### src/rtl/mips_pkg.sv
// Shared definitions for the MIPS pipeline: datapath width, NOP encoding
// and the instruction-fetch state encoding.
package mips_pkg;

   localparam int XLEN = 32;

   localparam logic [XLEN-1:0] NOP = 32'h0000_0000;

   typedef enum logic [1:0] {
      FETCH   = 2'd0,
      HOLD    = 2'd1,
      DISCARD = 2'd2
   } fetch_state_e;

endpackage

### src/rtl/if_id_reg.sv
// Pipeline register between two stages with clear-to-bubble, hold and load
// controls; clear has priority over hold, hold over load.
module if_id_reg
   import mips_pkg::*;
(
   input  logic            clk,
   input  logic            rst,
   input  logic            clear,
   input  logic            hold,
   input  logic            load,
   input  logic            d_valid,
   input  logic [XLEN-1:0] d_instr,
   input  logic [XLEN-1:0] d_pc4,
   output logic            q_valid,
   output logic [XLEN-1:0] q_instr,
   output logic [XLEN-1:0] q_pc4
);

   logic            valid_q, valid_d;
   logic [XLEN-1:0] instr_q, instr_d;
   logic [XLEN-1:0] pc4_q,   pc4_d;

   // NOTE: every output of an always_comb gets a default first, so no path
   // through the if/else chain can leave a variable unassigned and infer a latch.
   always_comb begin
      valid_d = 1'b0;
      instr_d = NOP;
      pc4_d   = '0;
      if (clear) begin
         valid_d = 1'b0;
         instr_d = NOP;
         pc4_d   = '0;
      end else if (hold) begin
         valid_d = valid_q;
         instr_d = instr_q;
         pc4_d   = pc4_q;
      end else if (load) begin
         valid_d = d_valid;
         instr_d = d_instr;
         pc4_d   = d_pc4;
      end
   end

   // NOTE: sequential state uses non-blocking assignments so every flop
   // samples its _d value from before the edge, independent of block order.
   always_ff @(posedge clk or posedge rst) begin
      if (rst) begin
         valid_q <= 1'b0;
         instr_q <= NOP;
         pc4_q   <= '0;
      end else begin
         valid_q <= valid_d;
         instr_q <= instr_d;
         pc4_q   <= pc4_d;
      end
   end

   assign q_valid = valid_q;
   assign q_instr = instr_q;
   assign q_pc4   = pc4_q;

endmodule

### src/rtl/if_stage.sv
// Instruction-fetch stage: PC, ready-based imem handshake, stall/flush
// handling with a one-word hold buffer and stale-request discard.
module if_stage
   import mips_pkg::*;
#(
   parameter logic [XLEN-1:0] PC_RESET = 32'h0000_0000
) (
   input  logic            clk,
   input  logic            rst,
   input  logic            stall,
   input  logic            flush,
   input  logic [XLEN-1:0] redirect_pc,
   output logic            imem_req,
   output logic [XLEN-1:0] imem_addr,
   input  logic            imem_ready,
   input  logic [XLEN-1:0] imem_rdata,
   output logic            if_id_valid,
   output logic [XLEN-1:0] if_id_instr,
   output logic [XLEN-1:0] if_id_pc4
);

   fetch_state_e    state_q,     state_d;
   logic [XLEN-1:0] pc_q,        pc_d;
   logic [XLEN-1:0] buf_pc4_q,   buf_pc4_d;
   logic [XLEN-1:0] buf_instr_q, buf_instr_d;
   logic [XLEN-1:0] pending_q,   pending_d;
   logic            req_q,       req_d;

   logic            ifid_clear, ifid_hold, ifid_load;
   logic [XLEN-1:0] ifid_instr, ifid_pc4;
   logic [XLEN-1:0] pc_plus4;

   assign pc_plus4 = pc_q + 32'd4;

   always_comb begin
      state_d     = state_q;
      pc_d        = pc_q;
      buf_pc4_d   = buf_pc4_q;
      buf_instr_d = buf_instr_q;
      pending_d   = pending_q;
      ifid_clear  = 1'b0;
      ifid_hold   = 1'b0;
      ifid_load   = 1'b0;
      ifid_instr  = imem_rdata;
      ifid_pc4    = pc_plus4;

      unique case (state_q)
         FETCH: begin
            if (imem_ready) begin
               if (flush) begin
                  pc_d       = redirect_pc;
                  ifid_clear = 1'b1;
               end else if (stall) begin
                  buf_pc4_d   = pc_plus4;
                  buf_instr_d = imem_rdata;
                  ifid_hold   = 1'b1;
                  state_d     = HOLD;
               end else begin
                  pc_d      = pc_plus4;
                  ifid_load = 1'b1;
               end
            end else begin
               // pc stays put on a redirect so the outstanding address is stable
               if (flush) begin
                  pending_d  = redirect_pc;
                  ifid_clear = 1'b1;
                  state_d    = DISCARD;
               end else if (stall) begin
                  ifid_hold = 1'b1;
               end else begin
                  ifid_clear = 1'b1;
               end
            end
         end

         HOLD: begin
            if (flush) begin
               pc_d       = redirect_pc;
               ifid_clear = 1'b1;
               state_d    = FETCH;
            end else if (stall) begin
               ifid_hold = 1'b1;
            end else begin
               pc_d       = buf_pc4_q;
               ifid_instr = buf_instr_q;
               ifid_pc4   = buf_pc4_q;
               ifid_load  = 1'b1;
               state_d    = FETCH;
            end
         end

         DISCARD: begin
            if (flush) pending_d = redirect_pc;
            if (stall) ifid_hold  = 1'b1;
            else       ifid_clear = 1'b1;
            if (imem_ready) begin
               pc_d    = flush ? redirect_pc : pending_q;
               state_d = FETCH;
            end
         end

         default: begin
            state_d    = FETCH;
            ifid_clear = 1'b1;
         end
      endcase

      req_d = (state_d != HOLD);
   end

   // NOTE: buffer and pending words are plain registers, not a memory array,
   // so they are reset along with the rest of the stage state.
   always_ff @(posedge clk or posedge rst) begin
      if (rst) begin
         state_q     <= FETCH;
         pc_q        <= PC_RESET;
         buf_pc4_q   <= '0;
         buf_instr_q <= NOP;
         pending_q   <= '0;
         req_q       <= 1'b1;
      end else begin
         state_q     <= state_d;
         pc_q        <= pc_d;
         buf_pc4_q   <= buf_pc4_d;
         buf_instr_q <= buf_instr_d;
         pending_q   <= pending_d;
         req_q       <= req_d;
      end
   end

   assign imem_req  = req_q;
   assign imem_addr = pc_q;

   if_id_reg u_if_id_reg (
      .clk     (clk),
      .rst     (rst),
      .clear   (ifid_clear),
      .hold    (ifid_hold),
      .load    (ifid_load),
      .d_valid (1'b1),
      .d_instr (ifid_instr),
      .d_pc4   (ifid_pc4),
      .q_valid (if_id_valid),
      .q_instr (if_id_instr),
      .q_pc4   (if_id_pc4)
   );

endmodule

### config.mk
export PLATFORM = sky130hd
export DESIGN_NAME = if_stage
export DESIGN_NICKNAME = d
export VERILOG_FILES = /design/src/rtl/mips_pkg.sv /design/src/rtl/if_id_reg.sv /design/src/rtl/if_stage.sv
export SDC_FILE = /design/constraint.sdc
export NUM_CORES = 1
export LEC_CHECK = 0
export CORE_MARGIN = 3
export CORE_UTILIZATION = 50
export CTS_CLUSTER_DIAMETER = 120
export DETAILED_ROUTE_END_ITERATION = 12
export PLACE_DENSITY_LB_ADDON = 0.2
export SLEW_MARGIN = 0
export SYNTH_ARGS = -nofsm -noshare
export SYNTH_HDL_FRONTEND = slang
export SYNTH_SLANG_ARGS = --single-unit
export TNS_END_PERCENT = 30
### constraint.sdc
create_clock -name clk -period 10.2 [get_ports clk]
set_clock_uncertainty 0.1 [all_clocks]
set_input_delay 2.55 -clock clk [delete_from_list [all_inputs] [get_ports clk]]
set_output_delay 2.55 -clock clk [all_outputs]
set_load 0.01 [all_outputs]
==> Word-level counts from Yosys, hierarchy flattened <==
Index checks and enable logic that the tools add are counted.
{ "word_totals": {"ff_bits": 196, "in_bits": 69, "out_inout_bits": 98, "elab_cells": 71} }
{ "op_classes": {"n_addsub": 1, "eq_ne": 9, "muxes": 44, "bitwise": 1, "reduce_logical": 7} }
{ "ops": {"columns": ["op", "n"], "rows": [
  ["32-bit 2-to-1 mux", 20],
  ["32-bit one-hot mux with 3 select lines", 1],
  ["32-bit one-hot mux with 2 select lines", 1],
  ["32-bit by 3-bit adder with 32-bit output (second input constant)", 1],
  ["2-bit 2-to-1 mux", 7],
  ["1-bit 2-to-1 mux", 11],
  ["2-bit inequality test (second input constant)", 4],
  ["3-bit inequality test (second input constant)", 2],
  ["2-bit one-hot mux with 3 select lines", 1],
  ["5-bit AND reduction", 1],
  ["1-bit one-hot mux with 2 select lines", 2],
  ["1-bit one-hot mux with 3 select lines", 1],
  ["3-bit AND reduction", 1],
  ["3-bit nonzero test", 1],
  ["2-bit by 1-bit == test with 1-bit output (second input constant)", 1],
  ["2-bit == test (second input constant)", 1],
  ["2-bit zero test", 1],
  ["2-bit by 1-bit inequality test with 1-bit output (second input constant)", 1],
  ["2-bit AND reduction", 1],
  ["2-bit nonzero test", 1],
  ["2-bit OR reduction", 1],
  ["1-bit NOT", 1]
]} }

==> Longest topological paths before layout <==
Gate-level depths: netlist of the first run.
{ "logic_depth": {"depth_word": 7, "depth_mapped": 9, "depth_no_buf": 7} }

==> Modules after synthesis <==
A second synthesis of the first run with hierarchy kept.
{ "unflattened": {"hier_cells": 999, "area_unflattened_um2": 10168.5} }
{ "modules_own_cells": {"columns": ["module", "n_inst", "cells_each", "area_each_um2", "seq_area_each_um2"], "rows": [
  ["if_stage", 1, 773, 7498.4, 3279.4],
  ["if_id_reg", 1, 226, 2670.1, 1626.6]
]} }

==> Worst setup path after synthesis of the first run <==
No wires, ideal clock.
{ "synth_timing": {"kind": "input to register", "start": "input port flush", "end": "register u_if_id_reg.pc4_q[17], in the netlist u_if_id_reg.q_pc4[17]", "setup_time_ns": 0.069, "arrival_ns": 3.838, "t_required_ns": 10.031, "setup_slack_ns": 6.193, "path_stages": 6, "n_path_buf": 1, "cell_sequence": "buf_2 nor4_1 o21a_1 nand2_1 or3_1 nand3_1"} }
{ "synth_between": {"elab_chain_cells": 6, "elab_cells_between_ends": 15, "cone_classes": "1 x eq/ne; 14 x mux"} }
{ "synth_rtl": {"columns": ["item", "line_no", "source"], "rows": [
  ["start, declared", "if_stage.sv:11", "input logic flush,"],
  ["1-bit 2-to-1 mux", "if_stage.sv:77", "if (flush) begin"],
  ["1-bit 2-to-1 mux", "if_stage.sv:49", "if (imem_ready) begin"],
  ["1-bit one-hot mux with 2 select lines", "if_stage.sv:47", "unique case (state_q)"],
  ["32-bit 2-to-1 mux", "if_id_reg.sv:37", "end else if (load) begin"],
  ["32-bit 2-to-1 mux", "if_id_reg.sv:33", "end else if (hold) begin"],
  ["32-bit 2-to-1 mux", "if_id_reg.sv:29", "if (clear) begin"],
  ["end signal, assigned", "if_id_reg.sv:54", "pc4_q <= pc4_d;"],
  ["end, declared", "if_id_reg.sv:21", "logic [XLEN-1:0] pc4_q, pc4_d;"]
]} }
Several ways; a longest one is shown, not always the timed one. The select of a mux whose other input is x is not followed.
A chain may end at the register's enable or synchronous reset.

==> Worst setup path after layout of the first run <==
{ "layout_timing": {"start": "input port flush", "end": "register u_if_id_reg.pc4_q[29], in the netlist u_if_id_reg.q_pc4[29]"} }
The elaborated chain is that of the path after synthesis.

==> summary.md, run 1 <==
### Run status
* result of the run: completed

### Global route
* number of antenna violations at the first check in global routing: 0
* first-pass GRT wire length: 43,200 um
* overall fraction of global-route tracks in use: 26.4%
* via count of the first global-routing pass: 7,915
* grt ovf: 0
* largest net degree at the start of global routing: 128

### Floorplan
* area of the core: 18,400 um2
* row count: 49
* total die area: 20,900 um2
* Starting Density: 52.1%
* width of the die: 144 um
* Ports: 167
* Die Height: 144 um

### Drt
* DRT iter0 DRCs: 713
* routed length per placed instance: 21.0 um
* vias post-DR: 7,933
* Pre-antenna DRT Iters: 5
* routed via count divided by cell count: 6.16
* count of unresolved DRC violations after routing: 0
* antenna-violating nets left: 0
* wire length after detailed routing: 27,100 um

### Placed design
* Placed Instances: 1,255
* routability cong.: 0.857
* count of input and output buffers: 166
* Final HPWL DP: 16,900 um

### Cells and area
* relative area change from synthesis to final layout: 25.8%
* number of nets in the final layout: 1,119
* Final Core Density: 65.5%
* Post-Layout Cell Count: 1,287
* number of fill cells: 1,490
* antenna diode count: 0
* ratio of cells with drive above 1 in the final layout: 12.7%

### Synth
* multiplexer fraction of the synthesized cell area: 12.0%
* Synth async-reset ratio: 100%
* share of synthesized cell area in full adder, half adder and majority cells: 0.653%
* count of flip-flops with a built-in enable after synthesis: 0
* main area contributors after synthesis: sky130_fd_sc_hd__dfrtp_1 51%, sky130_fd_sc_hd__mux2_2 8.0%, sky130_fd_sc_hd__o21ai_0 5.6%
* Syn. warnings: 0
* share of the synthesized netlist area taken by xor and xnor gates: 2.47%
* post-synthesis average cell area: 10.5 um2
* post-synthesis cell count: 915
* Netlist Area Pre-Place: 9580 um2
* sequential cell area fraction in the yosys report: 51.2%
* combinational family with the most area after synthesis: compound AO/OA/AOI/OAI gates
* simple logic cell fraction of the synthesized area: 11.9%
* library cell with the highest instance count after synthesis: sky130_fd_sc_hd__dfrtp_1
* #FFs+latches synth: 196
* post-synthesis cell type with the largest combined area: sky130_fd_sc_hd__dfrtp_1
* predominant post-synthesis flop cell: sky130_fd_sc_hd__dfrtp_1
* portion of synthesized cell area occupied by the leading cell type: 50.9%
* net count after synthesis: 989
* share of the synthesized area in compound gates (AO/OA/AOI/OAI): 18.4%
* Synth cell types: 68
* leading post-synthesis cells by instance count: 195 x sky130_fd_sc_hd__dfrtp_1, 108 x sky130_fd_sc_hd__o21ai_0, 104 x sky130_fd_sc_hd__nand2_1

### Job
* number of maximum-capacitance constraint violations: 0

### STA
* sum of negative setup slack: 0 ns
* highest clock rate: 179 MHz
* setup repair after global routing missed its margin: false
* endpoints failing hold: 0
* slew margin rel.: 21.4%
* number of slew-limit violations in the final report: 0
* Final min period: 5.58 ns
* total setup violations reported at the end of the flow: 0
* slew of the pin with the lowest slew margin: 1.18 ns
* Hold Worst Slack: 0.386 ns
* Final Cycle Share: 54.7%

### Clock network
* root buffer cell: sky130_fd_sc_hd__clkbuf_16
* maximum buffer depth of the clock tree: 2
* number of levels the H-tree was split into: 4
* CTS clk-pin slew, worst paths: 0.08 ns
* number of sinks on the clock net: 196
* cts-stage hold buffer count: 0
* TritonCTS clock tree: done
* post-CTS setup buffer count: 0
* worst skew pair latency: 0.44 ns
* number of instances resized during post-cts repair: 0
* number of buffers created by CTS: 17

### Setup path
* CP Launch Type: primary input
* reg-to-reg startpoint: state_q[0]
* maximum fanout along the worst path: 46
* launch point of the critical path: flush
* crit path capture type: register
* signal arrival time at the worst endpoint: 5.86 ns
* startpoint-to-endpoint class of the critical path: primary input to register
* required time at the worst-slack endpoint: 10.47 ns

### Hold path
* hold path startpoint: u_if_id_reg.q_instr[8]
* Min-Delay Path Class: register to register

### Power
* maximum resistive drop on vdd: 0.204 mV
* total power density per cell area: 289 nW/um2
* Leak Pwr: 0.00519 uW

==> cells in the final DEF (no fill, tap or decap), types with 5 or more instances in the layout <==
| master | netlist | final |
|---|---|---|
| sky130_fd_sc_hd__o21ai_0 | 108 | 108 |
| sky130_fd_sc_hd__clkbuf_16 | 0 | 17 |
| sky130_fd_sc_hd__o21ai_1 | 8 | 7 |
| sky130_fd_sc_hd__a21oi_1 | 39 | 39 |
| sky130_fd_sc_hd__xnor2_1 | 14 | 14 |
| sky130_fd_sc_hd__a32oi_1 | 11 | 11 |
| sky130_fd_sc_hd__ha_1 | 5 | 5 |
| sky130_fd_sc_hd__inv_1 | 13 | 12 |
| sky130_fd_sc_hd__a31oi_1 | 5 | 5 |
| sky130_fd_sc_hd__a22oi_1 | 23 | 23 |
| sky130_fd_sc_hd__xor2_1 | 13 | 13 |
| sky130_fd_sc_hd__and2_1 | 7 | 7 |
| sky130_fd_sc_hd__mux2_2 | 68 | 68 |
| sky130_fd_sc_hd__nor3_1 | 8 | 8 |
| sky130_fd_sc_hd__a21o_1 | 6 | 6 |
| sky130_fd_sc_hd__and3_1 | 10 | 10 |
| sky130_fd_sc_hd__mux2i_1 | 38 | 38 |
| sky130_fd_sc_hd__a221oi_1 | 16 | 16 |
| sky130_fd_sc_hd__nand3_1 | 23 | 23 |
| sky130_fd_sc_hd__nand2_1 | 104 | 102 |
| sky130_fd_sc_hd__o22a_1 | 8 | 8 |
| sky130_fd_sc_hd__buf_4 | 0 | 10 |
| sky130_fd_sc_hd__nor2_1 | 33 | 32 |
| sky130_fd_sc_hd__clkdlybuf4s50_1 | 0 | 166 |
| sky130_fd_sc_hd__dfrtp_1 | 195 | 195 |
| sky130_fd_sc_hd__nand4_1 | 9 | 9 |
| sky130_fd_sc_hd__a221o_1 | 7 | 7 |
| sky130_fd_sc_hd__bufinv_16 | 0 | 5 |
==> power by group <==
part	internal [uW]	leakage (uW)	switching, uW	total [uW]
Combinational	638	0.00239	732	1370
Clock	448	0.000318	317	764
Sequential	1070	0.00248	276	1350
==> final timing paths <==
path / to / slack [ns] / depth (start not counted)
max reg2reg: u_if_id_reg.q_pc4[29] / 6.77 / 7
max: u_if_id_reg.q_pc4[29] / 4.62 / 7
min in group asynchronous: buf_instr_q[1] / 2.60 / 2
min reg2reg: u_if_id_reg.q_instr[8] / 0.39 / 2
max in group asynchronous: buf_pc4_q[23] / 5.94 / 3
min: u_if_id_reg.q_instr[8] / 0.39 / 2
==> layout make-up <==
type                       count  area [um2]  area share (%)
timing repair buffer         176        1740            14.4
inverter                      15        63.8           0.530
sequential                   196        4910            40.7
clock inverter                13         223            1.85
tap                          229         287            2.38
clock buffer                  19         443            3.68
multi-input combinational    639        4390            36.4
==> per-stage QoR <==
stage,total power [uW],setup WS (ns),area [um2]
after floorplan,2170,2.21,9580
after global placement,2670,4.26,11400
after detailed placement,2720,4.22,11400
after CTS,3480,4.66,12100
after global routing,3690,4.48,12100
final,3480,4.62,12100
==> critical path, stage by stage <==
cell and delay [ns]:
sky130_fd_sc_hd__clkdlybuf4s50_1 0.39, sky130_fd_sc_hd__buf_4 0.28, sky130_fd_sc_hd__nor4_1 0.62, sky130_fd_sc_hd__o21a_1 0.73
sky130_fd_sc_hd__nand2_1 0.64, sky130_fd_sc_hd__or3_1 0.52, sky130_fd_sc_hd__nand3_1 0.08
==> registers in the layout, summed over array words and instances, names as in the netlist <==
| register | cells |
|---|---|
| state_q | 2 |
| pending_q | 32 |
| u_if_id_reg.q_valid | 1 |
| imem_req | 1 |
| u_if_id_reg.q_pc4 | 32 |
| buf_pc4_q | 32 |
| imem_addr | 32 |
| buf_instr_q | 32 |
| u_if_id_reg.q_instr | 32 |
==> logic make-up after synthesis <==
group,Yosys count
AO/OA/AOI/OAI,274
multiplexers,106
buffers and inverters,80
flip-flops,196
XOR/XNOR,27
AND/OR/NAND/NOR,227
adder cells (fa/ha/maj),5
==> per-layer routing <==
| layer | vias to the layer above | part of all wire (%) | wire length [um] | global-route usage, % |
|---|---|---|---|---|
| met1 | 3959 | 43 | 11500 | 35.9 |
| met4 | 0 | 1.5 | 415 | 6.14 |
| met3 | 36 | 8.3 | 2250 | 7.21 |
| met5 | - | 0 | 0 | 0 |
| met2 | 324 | 48 | 12900 | 42.6 |
| li1 | 3614 | - | - | - |
No activity file was read; power rests on OpenSTA's default activity.
==> run 2: changes to the inputs <==
Settings changed: CORE_UTILIZATION 50 to 48.
Clock period 10.2 ns to 4.8 ns, I/O delays scaled along.
==> summary.md, run 2 (synthesis gave the netlist of run 1 again) <==
### Global route
* grt ovf: 0
* overall fraction of global-route tracks in use: 25.2%
* largest net degree at the start of global routing: 64
* first-pass GRT wire length: 43,500 um
* number of antenna violations at the first check in global routing: 0
* via count of the first global-routing pass: 8,071

### Clock network
* CTS clk-pin slew, worst paths: 0.07 ns
* maximum buffer depth of the clock tree: 2
* worst skew pair latency: 0.43 ns
* number of buffers created by CTS: 17
* number of levels the H-tree was split into: 4
* number of sinks on the clock net: 196
* cts-stage hold buffer count: 0
* number of instances resized during post-cts repair: 0
* root buffer cell: sky130_fd_sc_hd__clkbuf_16
* TritonCTS clock tree: done
* post-CTS setup buffer count: 0

### Placed design
* count of input and output buffers: 166
* Final HPWL DP: 17,800 um
* routability cong.: 0.880
* pre-CTS setup slack: 0.840 ns

### Drt
* antenna-violating nets left: 0
* wire length after detailed routing: 27,000 um
* routed length per placed instance: 20.2 um
* routed via count divided by cell count: 5.87
* vias post-DR: 7,836
* DRT iter0 DRCs: 502
* Pre-antenna DRT Iters: 6
* count of unresolved DRC violations after routing: 0

### Cells and area
* relative area change from synthesis to final layout: 26.5%
* ratio of cells with drive above 1 in the final layout: 13.7%
* top library cells by usage in the layout, fill and taps aside: 195 x sky130_fd_sc_hd__dfrtp_1, 166 x sky130_fd_sc_hd__clkdlybuf4s50_1, 108 x sky130_fd_sc_hd__o21ai_0, 102 x sky130_fd_sc_hd__nand2_1, 68 x sky130_fd_sc_hd__mux2_2
* number of nets in the final layout: 1,132
* area taken by flip-flops and latches: 4910 um2
* leading cell type in the layout, fill and taps excluded: sky130_fd_sc_hd__dfrtp_1
* multi-input combinational cell area: 4380 um2
* antenna diode count: 0
* number of fill cells: 1,638

### STA
* Final min period: 3.60 ns
* final worst-path setup slack: 1.20 ns
* slew of the pin with the lowest slew margin: 1.14 ns
* slew margin rel.: 23.9%
* setup repair after global routing missed its margin: false
* highest clock rate: 278 MHz
* number of slew-limit violations in the final report: 0
* sum of negative setup slack: 0 ns
* total setup violations reported at the end of the flow: 0
* Final Cycle Share: 74.9%
* endpoints failing hold: 0

### Power
* Leak Pwr: 0.00520 uW
* total power density per cell area: 594 nW/um2
* maximum resistive drop on vdd: 0.300 mV

### Floorplan
* Ports: 167
* Starting Density: 49.1%
* row count: 51
* Die Height: 147 um
* area of the core: 19,500 um2
* width of the die: 147 um
* total die area: 21,700 um2

### Hold path
* Min-Delay Path Depth: 2
* Min-Delay Path Class: register to register

### Setup path
* startpoint-to-endpoint class of the critical path: primary input to register
* crit path capture type: register
* CP Launch Type: primary input
* maximum fanout along the worst path: 18
* worst reg-to-reg path cell count: 8
* required time at the worst-slack endpoint: 5.07 ns
* signal arrival time at the worst endpoint: 3.86 ns

### Job
* number of maximum-capacitance constraint violations: 0

### Run status
* result of the run: completed

==> run 2: cell count changes in the layout (fill, tap and decap cells not counted), moves of 2 or more <==
| cell | delta |
|---|---|
| sky130_fd_sc_hd__clkinvlp_4 | +5 |
| sky130_fd_sc_hd__bufinv_16 | -4 |
| sky130_fd_sc_hd__buf_4 | +11 |
| sky130_fd_sc_hd__buf_12 | +2 |
==> run 2: area by class of cell <==
type                       count  area share (%)
timing repair buffer         189            15.3
sequential                   196            40.5
clock inverter                14            1.19
multi-input combinational    639            36.1
tap                          265            2.74
clock buffer                  18            3.62
inverter                      15           0.496
==> run 2: power by group <==
group,switching [uW],leakage [uW],internal (uW)
Combinational,1560,0.00245,1370
Sequential,572,0.00248,2280
Clock,673,0.000267,744
Total,2800,0.00520,4390
==> run 2: through the flow <==
stage | hold WS (ns) | total power, uW | cells | instance area (um2) | utilization [%]
after floorplan | 0.365 | 4610 | 915 | 9580 | -
after global placement | 0.360 | 5690 | 1304 | 11500 | 59.1
after detailed placement | 0.369 | 5770 | 1304 | 11500 | 59.1
after CTS | 0.387 | 7200 | 1336 | 12100 | 62.1
after global routing | 0.413 | 7660 | 1336 | 12100 | 62.1
final | 0.382 | 7190 | 1336 | 12100 | 62.1
==> run 2: final timing paths <==
kind	end	from	slack, ns
setup reg to reg	imem_addr[23]	state_q[0]	1.57
hold reg to reg	u_if_id_reg.q_instr[2]	u_if_id_reg.q_instr[2]	0.38
setup / recovery	u_if_id_reg.q_pc4[17]	flush	1.20
hold / removal	u_if_id_reg.q_instr[2]	u_if_id_reg.q_instr[2]	0.38
min in group asynchronous	buf_instr_q[1]	rst	1.18
max in group asynchronous	u_if_id_reg.q_pc4[25]	rst	2.37
==> run 2: worst max-delay path, cell delays in order <==
cell and delay (ns):
sky130_fd_sc_hd__clkdlybuf4s50_1 0.61, sky130_fd_sc_hd__nor4_1 0.48, sky130_fd_sc_hd__o21a_1 0.18, sky130_fd_sc_hd__buf_4 0.27
sky130_fd_sc_hd__nand2_1 0.49, sky130_fd_sc_hd__or3_1 0.53, sky130_fd_sc_hd__nand3_1 0.10
==> run 2: routing by layer <==
metal | vias to the layer above | global-route usage (%) | part of all wire, % | wire, um
li1 | 3647 | - | - | -
met1 | 3836 | 33.6 | 42 | 11400
met2 | 312 | 41.0 | 47 | 12800
met3 | 41 | 7.19 | 8.5 | 2300
met4 | 0 | 6.62 | 1.7 | 454
met5 | - | 0 | 0 | 0
==> run 3: changes to the inputs <==
Clock period 4.8 ns to 3.3 ns, I/O delays scaled along.
==> summary.md, run 3 (synthesis gave the netlist of run 1 again) <==
### Global route
* via count of the first global-routing pass: 7,634
* first-pass GRT wire length: 42,100 um
* grt ovf: 0
* overall fraction of global-route tracks in use: 24.5%
* number of antenna violations at the first check in global routing: 0
* largest net degree at the start of global routing: 89

### Run status
* result of the run: completed

### Setup path
* termination of the worst setup path: imem_addr[27]
* worst reg-to-reg path cell count: 7
* signal arrival time at the worst endpoint: 2.96 ns
* launch point of the critical path: state_q[1]
* Slowest-stage cell, CP: sky130_fd_sc_hd__ha_1
* crit path capture type: register
* reg-to-reg startpoint: state_q[1]
* end of the worst register-to-register path: imem_addr[27]
* flop2flop setup slack: 0.57 ns
* chain of cells forming the critical path: inv_1, ha_1, or3b_1, and2_1, a21oi_1, a41oi_1, o22a_1
* crit-path max cell delay: 0.56 ns
* startpoint-to-endpoint class of the critical path: register to register
* maximum fanout along the worst path: 12
* required time at the worst-slack endpoint: 3.53 ns
* CP Launch Type: register

### Power
* total power density per cell area: 862 nW/um2
* Pwr Total: 10,600 uW
* Leak Pwr: 0.00531 uW
* maximum resistive drop on vdd: 0.612 mV

### STA
* highest clock rate: 366 MHz
* Final min period: 2.73 ns
* slew of the pin with the lowest slew margin: 0.766 ns
* slew margin rel.: 49.0%
* sum of negative setup slack: 0 ns
* Final Cycle Share: 82.7%
* setup repair after global routing missed its margin: false
* final worst-path setup slack: 0.570 ns
* endpoints failing hold: 0
* total setup violations reported at the end of the flow: 0
* number of slew-limit violations in the final report: 0

### Hold path
* Min-Delay Path Class: register to register

### Clock network
* worst skew pair latency: 0.44 ns
* maximum buffer depth of the clock tree: 2
* CTS clk-pin slew, worst paths: 0.07 ns
* number of instances resized during post-cts repair: 0
* post-CTS setup buffer count: 0
* TritonCTS clock tree: done
* number of buffers created by CTS: 17
* cts-stage hold buffer count: 0
* number of levels the H-tree was split into: 4
* number of sinks on the clock net: 196
* root buffer cell: sky130_fd_sc_hd__clkbuf_16

### Cells and area
* top library cells by usage in the layout, fill and taps aside: 195 x sky130_fd_sc_hd__dfrtp_1, 166 x sky130_fd_sc_hd__clkdlybuf4s50_1, 108 x sky130_fd_sc_hd__o21ai_0, 102 x sky130_fd_sc_hd__nand2_1, 68 x sky130_fd_sc_hd__mux2_2
* relative area change from synthesis to final layout: 28.3%
* ratio of cells with drive above 1 in the final layout: 14.8%
* number of nets in the final layout: 1,145
* leading cell type in the layout, fill and taps excluded: sky130_fd_sc_hd__dfrtp_1
* antenna diode count: 0
* Final Core Density: 62.9%

### Placed design
* count of input and output buffers: 166
* Final HPWL DP: 18,100 um
* routability cong.: 0.879
* pre-CTS setup slack: 0.284 ns

### Drt
* Met1 Wirelength: 11,500 um
* vias post-DR: 7,865
* Pre-antenna DRT Iters: 5
* DRT iter0 DRCs: 567
* routed length on met2: 12,500 um
* antenna-violating nets left: 0
* routed via count divided by cell count: 5.83
* wire length after detailed routing: 26,500 um
* max layer used: met4
* met3 WL post-DR: 2090 um
* routed length per placed instance: 19.6 um
* count of unresolved DRC violations after routing: 0

### Floorplan
* width of the die: 147 um
* Starting Density: 49.1%
* Die Height: 147 um
* total die area: 21,700 um2
* area of the core: 19,500 um2
* Ports: 167
* row count: 51

### Job
* number of maximum-capacitance constraint violations: 0

## run 3: cell types whose count changed in the layout (fill, tap and decap cells not counted), sizes merged
cell,before,now
buf,23,36
clkbuf,18,17
clkinv,4,6
clkinvlp,7,3
inv,17,20
## run 3: report_power, final
part / leakage (uW) / internal, uW / switching (uW)
Combinational: 0.00254 / 2100 / 2240
Clock: 0.000286 / 1080 / 1030
Sequential: 0.00248 / 3310 / 842
## run 3: cell type report
| cell class | instances | area, um2 |
|---|---|---|
| clock buffers | 17 | 425 |
| clock inverters | 15 | 166 |
| fillers | 1650 | 7240 |
| inverters | 15 | 60.1 |
| multi-input cells | 639 | 4380 |
| flip-flops and latches | 196 | 4910 |
| well taps | 265 | 332 |
| repair buffers | 202 | 2020 |
## run 3: critical path: cells and delay by family (launching register included)
kind,cells,cell delay (ns)
flip-flops,1,0.45
AO/OA/AOI/OAI,3,0.52
adder cells (fa/ha/maj),1,0.56
AND/OR/NAND/NOR,2,0.86
buffers and inverters,1,0.12
## run 3: worst min-delay path by stage
stage	from	end	slack, ns	depth (start not counted)
3_5_place_dp	u_if_id_reg.q_instr[25]	u_if_id_reg.q_instr[25]	0.37	2
6_report	u_if_id_reg.q_instr[23]	u_if_id_reg.q_instr[23]	0.39	2
5_1_grt	u_if_id_reg.q_pc4[3]	u_if_id_reg.q_pc4[3]	0.41	2
2_1_floorplan	buf_pc4_q[14]	buf_pc4_q[14]	0.36	2
4_1_cts	u_if_id_reg.q_instr[23]	u_if_id_reg.q_instr[23]	0.39	2
3_3_place_gp	u_if_id_reg.q_instr[2]	u_if_id_reg.q_instr[2]	0.36	2
## run 3: metrics by stage
stage	cell area, um2	hold slack, ns	std cells
floorplan	9580	0.365	915
global placement	11700	0.361	1317
detailed placement	11700	0.370	1317
CTS	12300	0.389	1349
global route	12300	0.413	1349
finish	12300	0.387	1349
## run 3: routing by layer
metal,GRT usage (%),up-vias
met5,0,-
met3,7.22,26
li1,-,3664
met2,38.8,285
met1,33.6,3890
met4,5.73,0
